===== config.mk =====
export PLATFORM = sky130hd
export DESIGN_NAME = iod_eye_width_trainer
export DESIGN_NICKNAME = d
export VERILOG_FILES = /design/src/rtl/iod_eye_trainer_pkg.sv /design/src/rtl/iod_eye_lane_tracker.sv /design/src/rtl/iod_eye_width_trainer.sv
export SDC_FILE = /design/constraint.sdc
export NUM_CORES = 1
export LEC_CHECK = 0
export ABC_AREA = 1
export BUFFER_PORTS_ARGS = -buffer_cell sky130_fd_sc_hd__buf_2
export CAP_MARGIN = 10
export CORE_MARGIN = 4
export CORE_UTILIZATION = 55
export CTS_CLUSTER_SIZE = 10
export DETAILED_ROUTE_END_ITERATION = 16
export PLACE_DENSITY = 0.79
export SLEW_MARGIN = 20
export SYNTH_ARGS = -nofsm -noshare
export SYNTH_HDL_FRONTEND = slang
export SYNTH_SLANG_ARGS = --single-unit

===== constraint.sdc =====
create_clock -name FAB_CLK -period 1.62 [get_ports FAB_CLK]
set_clock_uncertainty 0.05 [all_clocks]
set_input_delay 0.081 -clock FAB_CLK [delete_from_list [all_inputs] [get_ports FAB_CLK]]
set_output_delay 0.081 -clock FAB_CLK [all_outputs]
set_load 0.01 [all_outputs]

===== src/rtl/iod_eye_trainer_pkg.sv =====
// ============================================================================
// Module : iod_eye_trainer_pkg
// Brief  : Shared state encoding and counter sizing for the eye-width trainer.
// Rev    : 1.0
// ============================================================================
`default_nettype none

package iod_eye_trainer_pkg;

  typedef enum logic [2:0] {
    IDLE   = 3'd0,
    CLEAR  = 3'd1,
    SETTLE = 3'd2,
    SAMPLE = 3'd3,
    EVAL   = 3'd4,
    FIN    = 3'd5
  } state_t;

  // Width needed to hold the longer of the two phase counts.
  function automatic int cnt_width(input int a, input int b);
    int m;
    m = (a > b) ? a : b;
    return (m < 1) ? 1 : $clog2(m + 1);
  endfunction

endpackage

`default_nettype wire


===== src/rtl/iod_eye_lane_tracker.sv =====
// ============================================================================
// Module : iod_eye_lane_tracker
// Brief  : Per-lane hit accumulator, freeze bit and eye-width result registers.
// Rev    : 1.0
// ============================================================================
`default_nettype none

module iod_eye_lane_tracker #(
  parameter int WIDTH_W   = 3,
  parameter int MAX_WIDTH = 7
) (
  input  logic               clk_i,
  input  logic               rst_i,
  input  logic               start_i,
  input  logic               clr_hit_i,
  input  logic               sample_i,
  input  logic               flag_i,
  input  logic               eval_i,
  input  logic               fin_i,
  input  logic [WIDTH_W-1:0] width_i,
  output logic               hit_o,
  output logic               frozen_o,
  output logic [WIDTH_W-1:0] eye_width_o,
  output logic               fail_o,
  output logic               open_o
);

  logic               hit_q;
  logic               frozen_q;
  logic [WIDTH_W-1:0] eye_q;
  logic               fail_q;
  logic               open_q;

  always_ff @(posedge clk_i) begin
    if (rst_i) begin
      hit_q    <= 1'b0;
      frozen_q <= 1'b0;
      eye_q    <= '0;
      fail_q   <= 1'b0;
      open_q   <= 1'b0;
    end else begin
      if (start_i) begin
        hit_q    <= 1'b0;
        frozen_q <= 1'b0;
        eye_q    <= '0;
        fail_q   <= 1'b0;
        open_q   <= 1'b0;
      end
      if (clr_hit_i) begin
        hit_q <= 1'b0;
      end else if (sample_i && !frozen_q) begin
        hit_q <= hit_q | flag_i;
      end
      // The last clean width is the one before the first flagged step.
      if (eval_i && !frozen_q && hit_q) begin
        frozen_q <= 1'b1;
        if (width_i == '0) begin
          fail_q <= 1'b1;
          eye_q  <= '0;
        end else begin
          eye_q  <= width_i - 1'b1;
        end
      end
      if (fin_i && !frozen_q) begin
        eye_q  <= WIDTH_W'(MAX_WIDTH);
        open_q <= 1'b1;
      end
    end
  end

  assign hit_o       = hit_q;
  assign frozen_o    = frozen_q;
  assign eye_width_o = eye_q;
  assign fail_o      = fail_q;
  assign open_o      = open_q;

endmodule

`default_nettype wire


===== src/rtl/iod_eye_width_trainer.sv =====
// ============================================================================
// Module : iod_eye_width_trainer
// Brief  : Sweeps the IOD eye-monitor width over NUM_LANES lanes and records
//          each lane's open-eye width. Option: IOD_EYE_FLAG_SYNC_EN.
// Rev    : 1.0
// ============================================================================
`default_nettype none

module iod_eye_width_trainer
  import iod_eye_trainer_pkg::*;
#(
  parameter int NUM_LANES     = 4,
  parameter int WIDTH_W       = 3,
  parameter int MAX_WIDTH     = 7,
  parameter int SETTLE_CYCLES = 16,
  parameter int SAMPLE_CYCLES = 64
) (
  input  logic                           FAB_CLK,
  input  logic                           RX_SYNC_RST,
  input  logic                           START,
  input  logic [NUM_LANES-1:0]           EYE_MONITOR_EARLY,
  input  logic [NUM_LANES-1:0]           EYE_MONITOR_LATE,
  output logic [WIDTH_W-1:0]             EYE_MONITOR_LANE_WIDTH,
  output logic [NUM_LANES-1:0]           EYE_MONITOR_CLEAR_FLAGS,
  output logic                           BUSY,
  output logic                           DONE,
  output logic [NUM_LANES*WIDTH_W-1:0]   EYE_WIDTH,
  output logic [NUM_LANES-1:0]           LANE_FAIL,
  output logic [NUM_LANES-1:0]           LANE_OPEN
);

  logic [NUM_LANES-1:0] flag;

`ifdef IOD_EYE_FLAG_SYNC_EN
  localparam int SYNC_EXTRA = 2;
  logic [NUM_LANES-1:0] early_s1_q, early_s2_q, late_s1_q, late_s2_q;

  always_ff @(posedge FAB_CLK) begin
    if (RX_SYNC_RST) begin
      early_s1_q <= '0;
      early_s2_q <= '0;
      late_s1_q  <= '0;
      late_s2_q  <= '0;
    end else begin
      early_s1_q <= EYE_MONITOR_EARLY;
      early_s2_q <= early_s1_q;
      late_s1_q  <= EYE_MONITOR_LATE;
      late_s2_q  <= late_s1_q;
    end
  end

  assign flag = early_s2_q | late_s2_q;
`else
  localparam int SYNC_EXTRA = 0;
  assign flag = EYE_MONITOR_EARLY | EYE_MONITOR_LATE;
`endif

  localparam int SETTLE_EFF = SETTLE_CYCLES + SYNC_EXTRA;
  localparam int CNT_W      = cnt_width(SETTLE_EFF, SAMPLE_CYCLES);
  localparam logic [CNT_W-1:0]   SETTLE_LAST = CNT_W'(SETTLE_EFF - 1);
  localparam logic [CNT_W-1:0]   SAMPLE_LAST = CNT_W'(SAMPLE_CYCLES - 1);
  localparam logic [WIDTH_W-1:0] WIDTH_LAST  = WIDTH_W'(MAX_WIDTH);

  state_t               state_q;
  logic [CNT_W-1:0]     cnt_q;
  logic [WIDTH_W-1:0]   width_q;
  logic [NUM_LANES-1:0] clear_q;
  logic                 busy_q;
  logic                 done_q;

  logic [NUM_LANES-1:0] hit;
  logic [NUM_LANES-1:0] frozen;
  logic                 accept;

  assign accept = (state_q == IDLE) && START;

  always_ff @(posedge FAB_CLK) begin
    if (RX_SYNC_RST) begin
      state_q <= IDLE;
      cnt_q   <= '0;
      width_q <= '0;
      clear_q <= '0;
      busy_q  <= 1'b0;
      done_q  <= 1'b0;
    end else begin
      case (state_q)
        IDLE: begin
          clear_q <= '0;
          if (START) begin
            state_q <= CLEAR;
            width_q <= '0;
            done_q  <= 1'b0;
            busy_q  <= 1'b1;
            clear_q <= '1;
            cnt_q   <= '0;
          end
        end
        CLEAR: begin
          clear_q <= '0;
          cnt_q   <= '0;
          state_q <= SETTLE;
        end
        SETTLE: begin
          if (cnt_q == SETTLE_LAST) begin
            cnt_q   <= '0;
            state_q <= SAMPLE;
          end else begin
            cnt_q <= cnt_q + 1'b1;
          end
        end
        SAMPLE: begin
          if (cnt_q == SAMPLE_LAST) begin
            cnt_q   <= '0;
            state_q <= EVAL;
          end else begin
            cnt_q <= cnt_q + 1'b1;
          end
        end
        EVAL: begin
          // A lane hit this step freezes at this EVAL, so count it as frozen.
          if ((&(frozen | hit)) || (width_q == WIDTH_LAST)) begin
            state_q <= FIN;
          end else begin
            width_q <= width_q + 1'b1;
            clear_q <= '1;
            state_q <= CLEAR;
          end
        end
        FIN: begin
          state_q <= IDLE;
          done_q  <= 1'b1;
          busy_q  <= 1'b0;
        end
        default: begin
          state_q <= IDLE;
          busy_q  <= 1'b0;
          clear_q <= '0;
        end
      endcase
    end
  end

  generate
    for (genvar g = 0; g < NUM_LANES; g++) begin : g_lane
      iod_eye_lane_tracker #(
        .WIDTH_W   (WIDTH_W),
        .MAX_WIDTH (MAX_WIDTH)
      ) u_tracker (
        .clk_i       (FAB_CLK),
        .rst_i       (RX_SYNC_RST),
        .start_i     (accept),
        .clr_hit_i   (state_q == CLEAR),
        .sample_i    (state_q == SAMPLE),
        .flag_i      (flag[g]),
        .eval_i      (state_q == EVAL),
        .fin_i       (state_q == FIN),
        .width_i     (width_q),
        .hit_o       (hit[g]),
        .frozen_o    (frozen[g]),
        .eye_width_o (EYE_WIDTH[g*WIDTH_W +: WIDTH_W]),
        .fail_o      (LANE_FAIL[g]),
        .open_o      (LANE_OPEN[g])
      );
    end
  endgenerate

  assign EYE_MONITOR_LANE_WIDTH  = width_q;
  assign EYE_MONITOR_CLEAR_FLAGS = clear_q;
  assign BUSY                    = busy_q;
  assign DONE                    = done_q;

endmodule

`default_nettype wire

# Yosys cells after proc, flatten, opt, wreduce, memory -nomap -nowiden
# Cells that the tools add are included.
[op_classes]
add_sub_neg = 3
eq_ne = 12
bitwise = 8
muxes = 54
n_reduce_logical = 53
[ops]
columns = ["cell", "count"]
rows = [
  ["3-bit two-way mux", 16],
  ["7-bit case mux with 4 select lines", 1],
  ["2-bit nonzero test", 14],
  ["1-bit two-way mux", 27],
  ["7-bit two-way mux", 3],
  ["1-bit logical AND", 17],
  ["3-bit case mux with 5 select lines", 1],
  ["4-bit case mux with 3 select lines", 1],
  ["3-bit nonzero test", 4],
  ["3-bit equality test (second input constant)", 3],
  ["4-bit two-way mux", 2],
  ["2-bit != test (second input constant)", 4],
  ["4-bit bitwise OR", 2],
  ["2-bit AND reduction", 4],
  ["7-bit by 1-bit adder with 7-bit output (second input constant)", 1],
  ["7-bit by 4-bit equality test with 1-bit output (second input constant)", 1],
  ["7-bit by 6-bit equality test with 1-bit output (second input constant)", 1],
  ["3-bit by 2-bit equality test with 1-bit output (second input constant)", 2],
  ["3-bit logical NOT", 2],
  ["3-bit case mux with 2 select lines", 1],
  ["3-bit AND reduction", 2],
  ["1-bit logical NOT", 4],
  ["1-bit bitwise OR", 4],
  ["1-bit case mux with 2 select lines", 2],
  ["other kinds (10)", 11],
]
[totals]
ff_bits = 47
word_cells = 156
out_inout_bits = 29
in_bits = 11

# Longest topological paths before layout
# Gate-level depths: netlist of run 1.
[depth]
word_depth = 5
mapped_depth = 9
ltp_nobuf = 9

# Hierarchy
# From an unflattened synthesis of run 1, not the netlist that was laid out.
[hier_totals]
hier_cells = 328
hier_area_um2 = 2341.0
[modules_own_cells]
columns = ["mod", "area_per_inst_um2", "cells_each", "instances"]
rows = [
  ["iod_eye_lane_tracker", 347.8, 48, 4],
  ["iod_eye_width_trainer", 949.7, 136, 1],
]

# Least setup slack after synthesis of run 1
# No wires, ideal clock.
[synth_path]
path_type = "register to register"
from = "reg width_q[0], in the netlist EYE_MONITOR_LANE_WIDTH[0]"
to = "reg g_lane[3].u_tracker.eye_q[0]"
required_time_ns = 1.499
t_arrival_ns = 1.312
slack_ns = 0.188
period_less_slack_ns = 1.432
path_stages_with_launch = 7
n_path_buf = 0
path_cell_list = "dfxtp_1 > inv_1 > ha_1 > ha_1 > nor2_1 > a31oi_1 > a21oi_1"
[synth_between]
elab_chain_len = 4
word_cells_on_any_way = 5
cone_classes = "add/sub: 1; mux: 3; reduce/logical: 1"
[synth_lines]
columns = ["element", "line_no", "text"]
rows = [
  ["start, declared", "iod_eye_width_trainer.sv:66", "logic [WIDTH_W-1:0] width_q;"],
  ["start signal, assigned", "iod_eye_width_trainer.sv:124", "width_q <= width_q + 1'b1;"],
  ["3-bit by 1-bit subtractor with 3-bit output / 3-bit logical NOT (equally long branches)", "iod_eye_lane_tracker.sv:61, iod_eye_lane_tracker.sv:57", ""],
  ["3-bit two-way mux (*)", "iod_eye_lane_tracker.sv:57", "if (width_i == '0) begin"],
  ["3-bit two-way mux (*)", "iod_eye_lane_tracker.sv:55", "if (eval_i && !frozen_q && hit_q) begin"],
  ["3-bit two-way mux (*)", "iod_eye_lane_tracker.sv:64", "if (fin_i && !frozen_q) begin"],
  ["end signal, assigned", "iod_eye_lane_tracker.sv:61", "eye_q <= width_i - 1'b1;"],
  ["end signal, assigned", "iod_eye_lane_tracker.sv:65", "eye_q <= WIDTH_W'(MAX_WIDTH);"],
  ["end, declared", "iod_eye_lane_tracker.sv:30", "logic [WIDTH_W-1:0] eye_q;"],
]
# Every way passes the cells marked *; elsewhere a longest branch is shown, timed or not.
# A chain may end at the register's enable or synchronous reset.

# Final worst setup path of run 1
[layout_path]
from = "reg cnt_q[0]"
to = "reg cnt_q[0]"
[layout_between]
elab_chain_len = 3
word_cells_on_any_way = 6
cone_classes = "add/sub: 1; eq/ne: 2; mux: 3"
[layout_lines]
columns = ["element", "line_no", "text"]
rows = [
  ["start, declared", "iod_eye_width_trainer.sv:65", "logic [CNT_W-1:0] cnt_q;"],
  ["start signal, assigned", "iod_eye_width_trainer.sv:108", "cnt_q <= cnt_q + 1'b1;"],
  ["start signal, assigned", "iod_eye_width_trainer.sv:116", "cnt_q <= cnt_q + 1'b1;"],
  ["7-bit by 1-bit adder with 7-bit output (tied with other cells)", "iod_eye_width_trainer.sv:108, iod_eye_width_trainer.sv:116", ""],
  ["7-bit two-way mux (on tied branches)", "iod_eye_width_trainer.sv:112, iod_eye_width_trainer.sv:104", ""],
  ["7-bit case mux with 4 select lines (*)", "iod_eye_width_trainer.sv:86", "case (state_q)"],
]
# Marked as above.

==> results.cfg, run 1 <==
[yosys]
synthesis.nets = 327
ys_seq_elements = 44
syn_avg_cell_area_sq_um = 7.20
synth_seq_area_share_pct = 39.5
netlist_area_sq_um = 2230
syn-instance-count = 310
yosysWarningCount = 0
synthDistinctLibCells = 30

[critical_path]
crit_top_cell = nand2_1
critical_path.max_stage_delay_ns = 0.37
cp_max_fo = 5
crit_type = flip-flop to flip-flop
cp-start-kind = flip-flop
critPathArrivalTime_ns = 1.63
crit_chain = ha_1 > nand3_2 > inv_2 > nand3_1 > nand2_1 > nand2_1 > o21ai_0 > inv_1
r2r-start = cnt_q[0]
path_buf_inv = 2
end_kind = flip-flop
startpoint = cnt_q[0]
slowest_stage = dfxtp_1
cp.required_ns = 1.77
crit_family = simple AND/OR/NAND/NOR gates

[sta]
finalCritPeriodShare_pct = 91.9
fmaxAchievable_mhz = 672
hold-worst-slack_ns = 0.0313
hold_viol = 0
worstMarginPinSlew_ns = 0.333
setup_tns_ns = 0
rsz0062_at_grt = false
setup_violations = 0
fin_crit_ns = 1.49
drv_slew = 0
relSlewSlack_pct = 77.8

[clocking]
clk_latency_ns = 0.30
path_clk_slew_ns = 0.08
cts_buffers = 5
cts_tree = yes
ctsHoldBuffers = 0
clock_path_buffers = 2
cts.sinks = 44
clockRootBuffer = clkbuf_8
htreeDepth = 2

[route]
final_antenna_net_count = 0
drt-wirelength-per-cell_um = 12.4
first_iter_violations = 143
firstDrtPassIters = 4
drc = 0
viasPerCell = 5.19
detail_route.wirelength_mm = 4.88
vias = 2040

[global_routing]
grt_pass1_wl_mm = 8.17
grt_max_degree = 33
antenna_found_initial = 0
grt_busiest_layer = met2
grt_overflow = 0
gr-usage-all-layers_pct = 19.7
grtUsageMet1_pct = 25.7
first_global_vias = 1926
grt_use_met3_pct = 3.65
use_met2_pct = 32.1

[floorplan]
core_area_sq_um = 3800
ios = 40
rows = 22
die_width_um = 71.7
initial_core_util_pct = 58.8
die-area_sq_um = 5140
die_y_um = 71.7

[flow_run]
maxCapViolCount = 0

[placement]
port_buffers = 39
dpl.hpwl_mm = 3.57
gp_congestion = 0.923

[cells_and_area]
syn2layout_area_growth_pct = 13.8
layout.nets = 361
drive_above_1_share_pct = 23.2
antenna_cells = 0

[outcome]
status = completed

[min_path]
holdCritStartpoint = EYE_MONITOR_EARLY[2]
hold_path_class = primary input to flip-flop

[power_and_ir_drop]
peakVddDrop_mv = 0.658
pwr_density_cell_nw_per_um2 = 1260
p_leak_nw = 1.18
-- final cells by class --
cell class              instances  area, sq um
clock buffers                   5         68.8
clock inverters                 3         46.3
fillers                       325         1260
inverters                      42          160
multi-input cells             207         1080
flip-flops and latches         44          882
well taps                      48         60.1
repair buffers                 44          245
-- cells in the mapped netlist, drive strengths merged --
master  instances  area share [%]
dfxtp          44              39
clkinv          1            0.17
nand2          72              14
nand3          18             4.7
a22oi           2            0.67
ha              6             3.4
o211ai          1            0.34
a21oi          45              10
inv            41             7.0
clkbuf          3            0.50
a31oi           3            0.84
nand4           2            0.56
o21bai          1            0.34
o221ai          1            0.39
o21ai           8             2.0
buf            14             5.0
nor3            9             2.0
nor2           38             8.6
xor2            1            0.39
-- final timing paths --
kind                                                   to  slack (ns)  cells after the start
worst min register to register                       DONE        0.41                      2
worst max register to register                   cnt_q[0]        0.13                      8
worst max-delay path                             cnt_q[0]        0.13                      8
worst min-delay path            g_lane[2].u_tracker.hit_o        0.03                      3
-- registers in the layout (all words and copies together) (netlist names) --
signal	flops
state_q	3
g_lane.u_tracker.open_o	4
EYE_MONITOR_LANE_WIDTH	3
cnt_q	7
g_lane.u_tracker.hit_o	4
BUSY	1
g_lane.u_tracker.eye_width_o	12
g_lane.u_tracker.fail_o	4
EYE_MONITOR_CLEAR_FLAGS	1
g_lane.u_tracker.frozen_o	4
DONE	1
-- through the flow --
stage / area, sq um / cells / power [mW] / worst slack (ns) / utilization, %
floorplan: 2230 / 310 / 2.12 / 0.188 / -
global placement: 2410 / 385 / 2.34 / 0.139 / 63.5
detailed placement: 2410 / 385 / 2.36 / 0.0784 / 63.5
CTS: 2530 / 393 / 3.21 / 0.0641 / 66.6
global route: 2540 / 393 / 3.39 / 0.0177 / 66.9
finish: 2540 / 393 / 3.20 / 0.132 / 66.9
-- repair_timing --
action	in CTS	in global routing
buffers inserted	0	0
hold endpoints to repair	0	0
resized for setup	0	5
setup endpoints to repair	0	9
-- worst register-to-register path, delay by kind of cell, from the launching register on --
| kind | cells | cell delay [ns] |
|---|---|---|
| AO/OA/AOI/OAI | 1 | 0.16 |
| flip-flops | 1 | 0.37 |
| buffers and inverters | 2 | 0.17 |
| AND/OR/NAND/NOR | 4 | 0.42 |
| adder cells (fa/ha/maj) | 1 | 0.23 |
-- report_power, final --
part	switching [mW]	internal, mW	total, mW
Sequential	0.100	1.17	1.27
Clock	0.386	0.464	0.850
Combinational	0.703	0.380	1.08
Total	1.19	2.01	3.20
-- metal layers --
metal  share of wire (%)  up-vias  routed length (um)
li1                    -     1057                   -
met1                  45      919                2190
met2                  47       58                2300
met3                 6.9        6                 339
met4                 1.1        0                  55
met5                   0        -                   0
-- logic make-up (layout without fill, tap and decap cells) --
logic type	count (synthesis)	after routing	share of synthesized area, %
simple gates	139	139	29.4
compound gates	61	61	14.6
flops	44	44	39.5
xor+xnor	1	1	0.392
buf+inv	59	94	12.7
fa+ha+maj	6	6	3.36
-- cells in the final DEF (no fill, tap or decap), types with 2 or more instances in the layout --
cell       n
nand2_2    4
ha_1       6
inv_2      4
nand4_1    2
nand2_4    3
nand3_1   14
nand2_1   65
nor2_2     6
nor3_1     9
clkbuf_8   5
buf_4      4
nor2_4     3
a21oi_1   45
nand3_2    4
inv_1     36
dfxtp_1   43
buf_2     39
nor2_1    28
o21ai_0    6
a31oi_1    3
a22oi_1    2
Note: power is estimated with default switching activity, not from simulation.
==> run 2: changes to the inputs <==
Settings changed: ABC_AREA 1 to not set.
==> run 2 against run 1 <==
The run now ends with setup timing left. First-iteration DRC count fell by 57%. Power fell by 32%. Final area is 4.3% higher. Sequential share of layout area is 1.2 points lower. Critical path depth down 4. Register-to-register slack worse by 0.13 ns. Routed wire length is 1.8% higher. Clock power is 2% higher. Die area is 3.2% lower. Largest power group unchanged.
==> results.cfg, run 2 <==
[floorplan]
core_area_sq_um = 3720
ios = 40
die_y_um = 70.5
rows = 22
initial_core_util_pct = 57.9
die_width_um = 70.5
die-area_sq_um = 4980

[global_routing]
grt_overflow = 0
grt_pass1_wl_mm = 8.33
grtUsageMet1_pct = 25.5
gr-usage-all-layers_pct = 20.7
antenna_found_initial = 0
grt_busiest_layer = met2
use_met2_pct = 36.0
first_global_vias = 1834
grt_max_degree = 37
grt_use_met3_pct = 4.69

[yosys]
async_flop_share_pct = 0
synthDistinctLibCells = 46
synthesis.nets = 259
yosys.area.top_type_share_pct = 41.0
ys_seq_elements = 44
synth_edf_count = 0
yosys-top-cells-area = dfxtp_1, a21oi_1, nand2_1
synth_common_cells = dfxtp_1, a21oi_1, nand2_1
syn_avg_cell_area_sq_um = 8.89
ys.flop_type = dfxtp_1
syn-instance-count = 242
yosys.cell_count.top_type = dfxtp_1
yosys.area.top_type = dfxtp_1
yosysWarningCount = 0
synth_seq_area_share_pct = 41.0
netlist_area_sq_um = 2150

[critical_path]
crit_type = flip-flop to flip-flop
ff2ff_setup_slack_ns = -0.002
cp_max_fo = 21
critPathArrivalTime_ns = 1.76
cp-start-kind = flip-flop
cp.required_ns = 1.76
end_kind = flip-flop

[route]
drc = 0
drt-wirelength-per-cell_um = 14.4
vias = 1919
detail_route.wirelength_mm = 4.97
firstDrtPassIters = 4
first_iter_violations = 61
final_antenna_net_count = 0
viasPerCell = 5.55

[cells_and_area]
layout.nets = 314
syn2layout_area_growth_pct = 23.2
final_cell_mix = dfxtp_1, buf_2, a21oi_1, buf_4, nand2_1
fillers = 288
seqCellArea_sq_um = 888
largest_register_ffs = 12
antenna_cells = 0
multiInputGateArea_sq_um = 1100
drive_above_1_share_pct = 35.2
finalNonFillerCells = 346
final_common_cell = dfxtp_1

[power_and_ir_drop]
p_leak_nw = 1.19
switchingPower_mw = 0.534
pwr_density_cell_nw_per_um2 = 824
peakVddDrop_mv = 0.547
sequentialPowerShare_pct = 50.7
p_int_mw = 1.65
netSwitchingFraction_pct = 24.5
pwr-share-clk_pct = 39.8
combPwrFrac_pct = 9.5

[sta]
finalCritPeriodShare_pct = 100
fin_crit_ns = 1.62
setup_violations = 1
worstMarginPinSlew_ns = 0.386
fin_ws_ns = -0.00193
rsz0062_at_grt = true
drv_slew = 0
fmaxAchievable_mhz = 617
hold-worst-slack_ns = 0.103
relSlewSlack_pct = 73.6
hold_viol = 0

[clocking]
clk_latency_ns = 0.31
cts.sinks = 44
cts_tree = yes
cts_buffers = 5
clock_path_buffers = 2
htreeDepth = 2
path_clk_slew_ns = 0.09
clockRootBuffer = clkbuf_8

[placement]
dp.cells = 331
gp_congestion = 0.917
port_buffers = 39
dpl.hpwl_mm = 3.42

[min_path]
hold_path_class = primary input to flip-flop

[flow_run]
maxCapViolCount = 0

[outcome]
violations = setup timing
status = complete, but fails checks
==> run 2: through the flow <==
step | util, % | TNS [ns] | power, mW | setup WS [ns] | area [sq um]
4_1_cts | 69.8 | 0 | 2.19 | 0.00173 | 2590
3_5_place_dp | 65.4 | -0.0821 | 1.33 | -0.0255 | 2430
5_1_grt | 71.3 | -1.06 | 2.25 | -0.0963 | 2650
6_report | 71.3 | -0.00193 | 2.18 | -0.00193 | 2650
2_1_floorplan | - | 0 | 1.27 | 0.0536 | 2150
3_3_place_gp | 65.4 | 0 | 1.32 | 0.00726 | 2430
==> run 2: path summary, 6_finish.rpt <==
kind	from	to	cells after the start
worst max-delay path	state_q[1]	g_lane[3].u_tracker.eye_width_o[2]	4
worst min-delay path	START	cnt_q[1]	3
worst max register to register	state_q[1]	g_lane[3].u_tracker.eye_width_o[2]	4
worst min register to register	g_lane[2].u_tracker.open_o	g_lane[2].u_tracker.open_o	2
==> run 2: area by class of cell <==
class,instances,share of cell area [%]
multi-input combinational,168,41.7
tap,48,2.27
clock inverter,3,1.79
inverter,8,1.13
clock buffer,5,2.60
timing repair buffer,70,17.0
sequential,44,33.5
==> run 2: metal layers <==
metal	routed length (um)	vias to the layer above
li1	-	946
met1	2190	922
met2	2480	46
met3	250	5
met4	47	0
met5	0	-
==> run 2: cell families after synthesis <==
| kind of cell | Yosys count | share of synthesized area, % |
|---|---|---|
| AO/OA/AOI/OAI | 58 | 17.7 |
| XOR/XNOR | 1 | 0.407 |
| adder cells (fa/ha/maj) | 6 | 3.49 |
| buffers and inverters | 30 | 8.67 |
| flip-flops | 44 | 41.0 |
| multiplexers | 13 | 6.52 |
| AND/OR/NAND/NOR | 90 | 22.3 |
==> run 2: critical path, cell delays in order, from the launching register on <==
cell and delay [ns]:
dfxtp_2 0.34, or4b_4 0.68, and2_0 0.22, mux2i_1 0.14, a21oi_1 0.08
==> run 2: timing repair <==
item                                   4_1_cts  5_1_grt
buffers inserted                             4        3
endpoints found under the hold margin        0        0
pin swaps                                    4       11
cloned                                       0        0
setup endpoints to repair                    9       24
resized for setup                            6       13
hold buffers                                 0        0
==> run 2: power by group through the flow <==
stage               logic, mW  clock network, mW  registers [mW]
floorplan               0.140                  0            1.13
global placement        0.194                  0            1.13
detailed placement      0.195                  0            1.13
CTS                     0.202              0.881            1.11
global route            0.227              0.914            1.11
finish                  0.207              0.868            1.11
==> run 3: changes to the inputs <==
Settings changed: PLACE_DENSITY 0.79 to 0.85, SKIP_CTS_REPAIR_TIMING set to 1.
==> run 3 against run 2 <==
Sequential share of layout area increased by 0.16 points. Critical path depth increased by 1. Combinational power increased by 5%. Cell count unchanged. Largest cell class unchanged. Critical endpoint is now state_q[0]. The flow still finishes with violations (setup timing). Critical path type unchanged. Clock-buffer cell count unchanged.
==> results.cfg, run 3 (same netlist as run 2, synthesis figures left out) <==
[cells_and_area]
seqCellArea_sq_um = 888
largest_register_ffs = 12
fillers = 298
syn2layout_area_growth_pct = 22.6
drive_above_1_share_pct = 35.9
layout.nets = 314
finalNonFillerCells = 346
final_common_cell = dfxtp_1
multiInputGateArea_sq_um = 1110
final_cell_mix = dfxtp_1, buf_2, a21oi_1, buf_4, nand2_1
antenna_cells = 0

[sta]
setup_violations = 6
finalCritPeriodShare_pct = 104
fin_ws_ns = -0.0600
worstMarginPinSlew_ns = 0.398
rsz0062_at_grt = true
fin_crit_ns = 1.68
fmaxAchievable_mhz = 595
drv_slew = 0
hold_viol = 0
relSlewSlack_pct = 73.1

[outcome]
violations = setup timing
status = complete, but fails checks

[critical_path]
r2r-end = state_q[0]
rr_worst_depth = 5
crit_type = flip-flop to flip-flop
critPathArrivalTime_ns = 1.82
r2r-start = state_q[0]
end_kind = flip-flop
cp-start-kind = flip-flop
ff2ff_setup_slack_ns = -0.06
cp.required_ns = 1.76
cp_max_fo = 4

[global_routing]
gr-usage-all-layers_pct = 19.8
grt_max_degree = 37
first_global_vias = 1719
antenna_found_initial = 0
grt_overflow = 0
grt_pass1_wl_mm = 7.91

[clocking]
htreeDepth = 2
cts_buffers = 5
cts.sinks = 44
clk_latency_ns = 0.31
path_clk_slew_ns = 0.08
cts_tree = yes
clockRootBuffer = clkbuf_8
clock_path_buffers = 2

[route]
detail_route.wirelength_mm = 5.39
drc = 0
vias = 1912
final_antenna_net_count = 0
drt-wirelength-per-cell_um = 15.6
viasPerCell = 5.53
first_iter_violations = 116
firstDrtPassIters = 5

[power_and_ir_drop]
p_int_mw = 1.49
peakVddDrop_mv = 0.489
pwr_density_cell_nw_per_um2 = 771
p_leak_nw = 1.16
combPwrFrac_pct = 10.7
switchingPower_mw = 0.540
netSwitchingFraction_pct = 26.5
sequentialPowerShare_pct = 54.4
pwr-share-clk_pct = 34.9

[floorplan]
die_width_um = 70.5
die_y_um = 70.5
rows = 22
initial_core_util_pct = 57.9
core_area_sq_um = 3720
ios = 40
die-area_sq_um = 4980

[min_path]
min_delay_path_depth = 3
hold_path_class = primary input to flip-flop
holdPathEnd = cnt_q[1]
holdCritStartpoint = START

[placement]
gp_congestion = 0.875
dp.cells = 332
port_buffers = 39
post-place-ws_ns = -0.0504
dpl.hpwl_mm = 3.56

[flow_run]
maxCapViolCount = 0
==> run 3: worst max-delay path by stage <==
| stage | start | end | slack [ns] | depth (start not counted) |
|---|---|---|---|---|
| detailed placement | state_q[0] | g_lane[0].u_tracker.eye_width_o[0] | -0.05 | 5 |
| floorplan | EYE_MONITOR_LANE_WIDTH[0] | g_lane[2].u_tracker.eye_width_o[0] | 0.05 | 7 |
| global route | state_q[0] | g_lane[0].u_tracker.eye_width_o[2] | -0.1 | 6 |
| finish | state_q[0] | state_q[0] | -0.06 | 5 |
| CTS | state_q[0] | g_lane[0].u_tracker.eye_width_o[0] | -0.08 | 5 |
| global placement | state_q[0] | g_lane[0].u_tracker.eye_width_o[0] | 0.03 | 5 |
==> run 3: cell type report <==
class | count | share of cell area [%]
clock buffer | 5 | 2.61
clock inverter | 3 | 0.902
inverter | 8 | 1.14
multi-input combinational | 168 | 42.1
sequential | 44 | 33.7
tap | 48 | 2.28
timing repair buffer | 70 | 17.3
==> run 3: layer usage <==
metal / GRT usage [%] / share of wire [%]
met1: 23.0 / 41
met2: 35.7 / 54
met3: 4.40 / 4.1
met4: 6.89 / 1.7
met5: 0 / 0
==> run 3: metrics by stage <==
step | total power [mW] | hold slack [ns] | cell area [sq um] | TNS [ns] | util, %
detailed placement | 1.33 | 0.396 | 2440 | -0.0951 | 65.6
global route | 2.11 | 0.134 | 2640 | -0.902 | 70.9
global placement | 1.32 | 0.391 | 2440 | 0 | 65.6
floorplan | 1.27 | 0.201 | 2150 | 0 | -
CTS | 2.01 | 0.109 | 2530 | -0.186 | 68.1
finish | 2.03 | 0.104 | 2640 | -0.125 | 70.9
==> run 3: power groups by stage <==
stage / registers [mW] / logic, mW / clock network, mW
2_1_floorplan: 1.13 / 0.140 / 0
3_3_place_gp: 1.13 / 0.190 / 0
3_5_place_dp: 1.13 / 0.195 / 0
4_1_cts: 1.11 / 0.195 / 0.713
5_1_grt: 1.11 / 0.235 / 0.765
6_report: 1.11 / 0.218 / 0.709
==> run 3: critical path, stage by stage (launching register included) <==
cell	delay (ns)
dfxtp_4	0.37
buf_12	0.13
or3_4	0.33
a211oi_4	0.30
nor4b_1	0.11
a221o_1	0.28
